<file path="config.mk">
export PLATFORM = sky130hd
export DESIGN_NAME = lcd_bus_responder
export DESIGN_NICKNAME = d
export VERILOG_FILES = /design/src/rtl/lcd_bus_responder.sv
export SDC_FILE = /design/constraint.sdc
export NUM_CORES = 1
export LEC_CHECK = 0
export ABC_CLOCK_PERIOD_IN_PS = 4500
export CAP_MARGIN = 15
export CELL_PAD_IN_SITES_DETAIL_PLACEMENT = 0
export CELL_PAD_IN_SITES_GLOBAL_PLACEMENT = 1
export CORE_ASPECT_RATIO = 0.7
export CORE_MARGIN = 2
export CORE_UTILIZATION = 55
export CTS_CLUSTER_DIAMETER = 200
export DETAILED_ROUTE_END_ITERATION = 8
export PLACE_DENSITY = 0.84
export REMOVE_ABC_BUFFERS = 1
export SKIP_CTS_REPAIR_TIMING = 1
export SYNTH_ARGS = -nofsm -noshare
export SYNTH_HDL_FRONTEND = slang
export SYNTH_SLANG_ARGS = --single-unit
</file>
<file path="constraint.sdc">
create_clock -name iCLK -period 4.5 [get_ports iCLK]
set_clock_uncertainty 0.1 [all_clocks]
set_input_delay 0.9 -clock iCLK [delete_from_list [all_inputs] [get_ports iCLK]]
set_output_delay 0.9 -clock iCLK [all_outputs]
set_load 0.01 [all_outputs]
</file>
<file path="src/rtl/lcd_bus_responder.sv">
// Character-LCD (HD44780-style) bus responder: synchronizes host bus strobes,
// decodes instructions/data into a 2x16 DDRAM model and emulates busy timing.
module lcd_bus_responder #(
  parameter int unsigned BUSY_CYC      = 2000,
  parameter int unsigned BUSY_LONG_CYC = 82000
) (
  input  logic       iCLK,
  input  logic       iRST_N,
  input  logic [7:0] LCD_DATA,
  input  logic       LCD_RS,
  input  logic       LCD_RW,
  input  logic       LCD_EN,
  output logic [7:0] oRD_DATA,
  output logic       oRD_OE,
  input  logic [4:0] iCHAR_ADDR,
  output logic [7:0] oCHAR,
  output logic       oBUSY,
  output logic [6:0] oAC,
  output logic [2:0] oDISP,
  output logic [2:0] oFUNC,
  output logic       oID,
  output logic       oWR_STB,
  output logic       oERR
);

  typedef enum logic [1:0] {IDLE, EXEC, CLEARING, BUSY} state_t;

  localparam logic [16:0] SHORT_LOAD = 17'(BUSY_CYC - 1);
  localparam logic [16:0] LONG_LOAD  = 17'(BUSY_LONG_CYC - 1);

  state_t      state, stateNext;
  logic [1:0]  enSr, rsSr, rwSr;
  logic [7:0]  dataS1, dataS2;
  logic        enPrev;
  logic        rsRise, rwRise, ctrlBad;
  logic        enSync, rsSync, rwSync;
  logic        enRise, enFall, fallValid;
  logic        txRs;
  logic [7:0]  txData;
  logic [16:0] busyCnt;
  logic [4:0]  clrIdx;
  logic [7:0]  cells [32];
  logic [6:0]  ac;
  logic        id;
  logic        errNext;
  logic        isClear, isLong, addrErr;

  function automatic logic [4:0] cellIdx(input logic [6:0] a);
    return {a[6], a[3:0]};
  endfunction

  function automatic logic addrValid(input logic [6:0] a);
    return (a[6:4] == 3'b000) || (a[6:4] == 3'b100);
  endfunction

  // Two visible rows are not contiguous in AC space; wrap between them.
  function automatic logic [6:0] stepAc(input logic [6:0] a, input logic inc);
    logic [6:0] r;
    if (inc) begin
      if (a == 7'h0F)      r = 7'h40;
      else if (a == 7'h4F) r = 7'h00;
      else                 r = a + 7'd1;
    end else begin
      if (a == 7'h40)      r = 7'h0F;
      else if (a == 7'h00) r = 7'h4F;
      else                 r = a - 7'd1;
    end
    return r;
  endfunction

  assign enSync    = enSr[1];
  assign rsSync    = rsSr[1];
  assign rwSync    = rwSr[1];
  assign enRise    = enSync && !enPrev;
  assign enFall    = !enSync && enPrev;
  // A strobe counts only if RS/RW held the value seen at its rising edge.
  assign fallValid = enFall && !ctrlBad && (rsSync == rsRise) && (rwSync == rwRise);

  assign isClear = !txRs && (txData == 8'h01);
  assign isLong  = !txRs && (txData[7:2] == 6'd0) && (txData[1:0] != 2'd0);
  assign addrErr = !txRs && txData[7] && !addrValid(txData[6:0]);

  assign oBUSY   = (state != IDLE);
  assign oWR_STB = (state == EXEC) && !addrErr;
  assign oAC     = ac;
  assign oID     = id;
  assign oCHAR   = cells[iCHAR_ADDR];

  always_ff @(posedge iCLK or negedge iRST_N) begin
    if (!iRST_N) begin
      enSr    <= '0;
      rsSr    <= '0;
      rwSr    <= '0;
      dataS1  <= '0;
      dataS2  <= '0;
      enPrev  <= 1'b0;
      rsRise  <= 1'b0;
      rwRise  <= 1'b0;
      ctrlBad <= 1'b0;
    end else begin
      enSr   <= {enSr[0], LCD_EN};
      rsSr   <= {rsSr[0], LCD_RS};
      rwSr   <= {rwSr[0], LCD_RW};
      dataS1 <= LCD_DATA;
      dataS2 <= dataS1;
      enPrev <= enSync;
      if (enRise) begin
        rsRise  <= rsSync;
        rwRise  <= rwSync;
        ctrlBad <= 1'b0;
      end else if (enSync && ((rsSync != rsRise) || (rwSync != rwRise))) begin
        ctrlBad <= 1'b1;
      end
    end
  end

  always_comb begin
    stateNext = state;
    errNext   = 1'b0;
    case (state)
      IDLE:     if (fallValid && !rwSync) stateNext = EXEC;
      EXEC:     stateNext = isClear ? CLEARING : BUSY;
      CLEARING: if (clrIdx == 5'd31) stateNext = BUSY;
      BUSY:     if (busyCnt == '0) stateNext = IDLE;
      default:  stateNext = IDLE;
    endcase
    if (fallValid && !rwSync && (state != IDLE)) errNext = 1'b1;
    if ((state == EXEC) && addrErr) errNext = 1'b1;
  end

  always_ff @(posedge iCLK or negedge iRST_N) begin
    if (!iRST_N) begin
      state    <= IDLE;
      txRs     <= 1'b0;
      txData   <= '0;
      busyCnt  <= '0;
      clrIdx   <= '0;
      ac       <= '0;
      id       <= 1'b1;
      oDISP    <= '0;
      oFUNC    <= '0;
      oERR     <= 1'b0;
      oRD_OE   <= 1'b0;
      oRD_DATA <= '0;
      for (int unsigned i = 0; i < 32; i++) cells[i] <= 8'h20;
    end else begin
      state  <= stateNext;
      oERR   <= errNext;
      oRD_OE <= rwSync && enSync;
      if (rwSync && enSync) oRD_DATA <= rsSync ? cells[cellIdx(ac)] : {oBUSY, ac};
      else                  oRD_DATA <= '0;

      case (state)
        IDLE: begin
          if (fallValid && !rwSync) begin
            txRs   <= rsSync;
            txData <= dataS2;
          end else if (fallValid && rwSync && rsSync) begin
            ac <= stepAc(ac, id);
          end
        end
        EXEC: begin
          clrIdx  <= '0;
          busyCnt <= isLong ? LONG_LOAD : SHORT_LOAD;
          if (txRs) begin
            cells[cellIdx(ac)] <= txData;
            ac <= stepAc(ac, id);
          end else begin
            casez (txData)
              8'b1???????: if (addrValid(txData[6:0])) ac <= txData[6:0];
              8'b001?????: oFUNC <= txData[4:2];
              8'b00001???: oDISP <= txData[2:0];
              8'b000001??: id <= txData[1];
              8'b0000001?: ac <= '0;
              8'b00000001: begin
                ac <= '0;
                id <= 1'b1;
              end
              default: ;
            endcase
          end
        end
        CLEARING: begin
          cells[clrIdx] <= 8'h20;
          clrIdx <= clrIdx + 5'd1;
        end
        BUSY: if (busyCnt != '0) busyCnt <= busyCnt - 17'd1;
        default: ;
      endcase
    end
  end

endmodule

</file>
==> results.json <==
{
  "clock_latency_ns": 0.54,
  "clockPowerShare": 0.283,
  "cts-root-buf": "clkbuf_16",
  "timing.final.crit_share": 0.945,
  "cp_max_fo": 10,
  "worst_slew_pin_slew_ns": 1.06,
  "first_iter_violations": 2448,
  "vias": 13800,
  "antenna_found_initial": 1,
  "dieHeight_um": 153,
  "clockBufferDepth": 3,
  "cts_sinks": 339,
  "seq_area_frac_synth": 0.488,
  "wire_per_inst_um": 32.5,
  "synth_flop_cell": "dfrtp_1",
  "cts_buffers": 34,
  "synth_cell_types": 69,
  "status": "completed",
  "min_path_cells": 0,
  "final_net_count": 1435,
  "synth-edff-count": 0,
  "initial_core_util": 0.560,
  "die_w_um": 217,
  "rsz0062_at_grt": "false",
  "max_cap_viol_count": 0,
  "core_mm2": 0.0312,
  "r2r_start": "state[1]",
  "p_int_w": 0.00630,
  "fin_crit_ns": 4.25,
  "syn_inst": 1386,
  "fin_total_pwr_w": 0.0103,
  "dp_hpwl_mm": 41.7,
  "rows": 54,
  "path_cells": "clkdlybuf4s50_1, nor2b_1, a221oi_2, buf_4, clkdlybuf4s50_1",
  "yosys_warnings": 0,
  "crit_path_start_kind": "input port",
  "top_level_ports": 52,
  "ir_drop_uv": 406,
  "hp-start": "enSr[0]",
  "reg2reg_depth": 7,
  "p_per_area_mw_per_mm2": 525,
  "grt_pass1_wl_mm": 89.8,
  "clock.fmax_mhz": 235,
  "globalplace.congestion": 1.05,
  "syn_to_final_growth_pct": 12.0,
  "viasPerCell": 7.49,
  "drc": 0,
  "wl_met2_mm": 23.1,
  "drt_wl_total_mm": 60.1,
  "met1Wirelength_mm": 24.9,
  "finalHoldViolCount": 0,
  "critPathSlowestCell": "clkdlybuf4s50_1",
  "slew_viol_final": 0,
  "clkTransAtPathRegs_ns": 0.06,
  "syn_area_per_cell_um2": 12.6,
  "power.switching_w": 0.00397,
  "io_buffer_count": 51,
  "hp-class": "flop to flop",
  "layout-drive-gt1-share": 0.199,
  "top_layer": "met5",
  "drtAntennaViolNets": 0,
  "async_flop_share": 1.00,
  "max_stage_delay_ns": 0.87,
  "setup_viol": 0,
  "slew_headroom": 0.295,
  "crit_type": "input port to output port",
  "synth.cell_area_mm2": 0.0175,
  "dr.pass1.iters": 7,
  "min_to": "enSr[1]",
  "cp_common_cell": "clkdlybuf4s50_1",
  "finalSetupTns_ns": 0,
  "grt_use_total": 0.368,
  "end_kind": "output port",
  "seq_power_share": 0.392,
  "grt_pass1_vias": 13100,
  "arrival_ns": 3.25,
  "htree_levels": 2,
  "p_sw_frac": 0.387,
  "required_ns": 3.50,
  "final_cell_mix": "304 x dfrtp_1, 228 x a22o_1, 117 x mux4_2",
  "r2r_setup_slack_ns": 1.00,
  "reg2reg_to": "cells[72]",
  "met3WireLength_mm": 10.3,
  "cts_tree": "built",
  "grt_max_degree": 99,
  "final_common_cell": "dfrtp_1",
  "die_area_mm2": 0.0332,
  "p_comb_frac": 0.325,
  "utilization": 0.627,
  "grt.overflow.total": 0,
  "cellLeakagePower_nw": 8.27,
  "ys_seq_elements": 339
}
==> critical path, delay by kind of cell <==
kind,cells,cell delay [ns]
AOI/OAI and AO/OA,1,0.45
buffers and inverters,3,1.57
and+or+nand+nor,1,0.32
==> power groups by stage <==
stage | logic, W | registers, W | clock network [W]
2_1_floorplan | 0.00171 | 0.00412 | 0
3_3_place_gp | 0.00318 | 0.00404 | 0
3_5_place_dp | 0.00321 | 0.00403 | 0
4_1_cts | 0.00323 | 0.00398 | 0.00291
5_1_grt | 0.00350 | 0.00404 | 0.00305
6_report | 0.00334 | 0.00402 | 0.00291
==> how the worst max path moves through the flow <==
stage,startpoint,end,slack [ns],cells after the start
2_1_floorplan,oAC[1],oAC[5],0.08,6
3_3_place_gp,iCHAR_ADDR[3],oCHAR[4],0.24,5
3_5_place_dp,iCHAR_ADDR[3],oCHAR[4],0.23,5
4_1_cts,iCHAR_ADDR[3],oCHAR[4],0.21,5
5_1_grt,iCHAR_ADDR[3],oCHAR[4],0.21,5
6_report,iCHAR_ADDR[3],oCHAR[4],0.25,5
==> flip-flops by register name (all words and copies together) (netlist names), 2 cells and up <==
signal / count
cells: 256
busyCnt: 17
dataS1: 8
dataS2: 8
oRD_DATA: 8
txData: 8
oAC: 7
clrIdx: 5
oDISP: 3
oFUNC: 3
enSr: 2
rsSr: 2
rwSr: 2
state: 2
==> per-layer routing <==
layer | GRT usage | vias up
met3 | 0.189 | 149
met4 | 0.0835 | 4
li1 | - | 5539
met2 | 0.461 | 1135
met1 | 0.558 | 7020
met5 | 0.0362 | -
==> cell usage after synthesis, types with 6 or more instances <==
master    count  area share
nor2_1       67       0.014
a311oi_1      6      0.0030
mux2i_1      57       0.033
nand2_1      71       0.015
clkbuf_1     71       0.015
o22ai_1      41       0.015
a22oi_1      18      0.0077
dfstp_2      33       0.050
nand2b_1      6      0.0021
buf_2        22      0.0063
a21oi_1      68       0.019
mux2_2       20       0.013
mux4_2      117        0.15
o21ai_0      26      0.0074
nor3b_1       6      0.0026
xor2_1        6      0.0030
nand3_1      16      0.0046
nor4_1       10      0.0036
a31oi_1       6      0.0021
buf_1        12      0.0026
nor2b_1       6      0.0021
a22o_1      228        0.11
dfrtp_1     306        0.44
a221oi_1     11      0.0055
ha_1         15       0.011
nor3_1       14      0.0040
inv_1        27      0.0058
o221ai_1      6      0.0030
==> through the flow <==
step	setup WS, ns	instances	hold WS [ns]	cell area (um^2)
6_report	0.246	1848	0.246	19600
4_1_cts	0.211	1847	0.249	19600
3_3_place_gp	0.242	1785	0.233	18400
3_5_place_dp	0.229	1786	0.236	18400
2_1_floorplan	0.0808	1280	0.231	17000
5_1_grt	0.209	1847	0.253	19600
==> kinds of logic (layout without fill, tap and decap cells) <==
group	after synthesis	in the layout	synth area share
and+or+nand+nor	240	240	0.0680
adders and majority gates	15	15	0.0107
muxes	195	195	0.197
AOI/OAI and AO/OA	456	456	0.201
xor gates and xnor gates	8	8	0.00401
other	0	1	0
DFF	339	339	0.488
buffers and inverters	133	174	0.0306
==> cell type report <==
cell class | count | area (um^2)
Antenna cell | 1 | 2.50
Clock buffer | 53 | 1030
Tap cell | 420 | 526
Inverter | 27 | 101
Sequential cell | 339 | 8530
Clock inverter | 8 | 100
Multi-Input combinational cell | 914 | 8430
Fill cell | 2433 | 11600
Timing Repair Buffer | 86 | 843
Note: power is estimated with default switching activity, not from simulation.
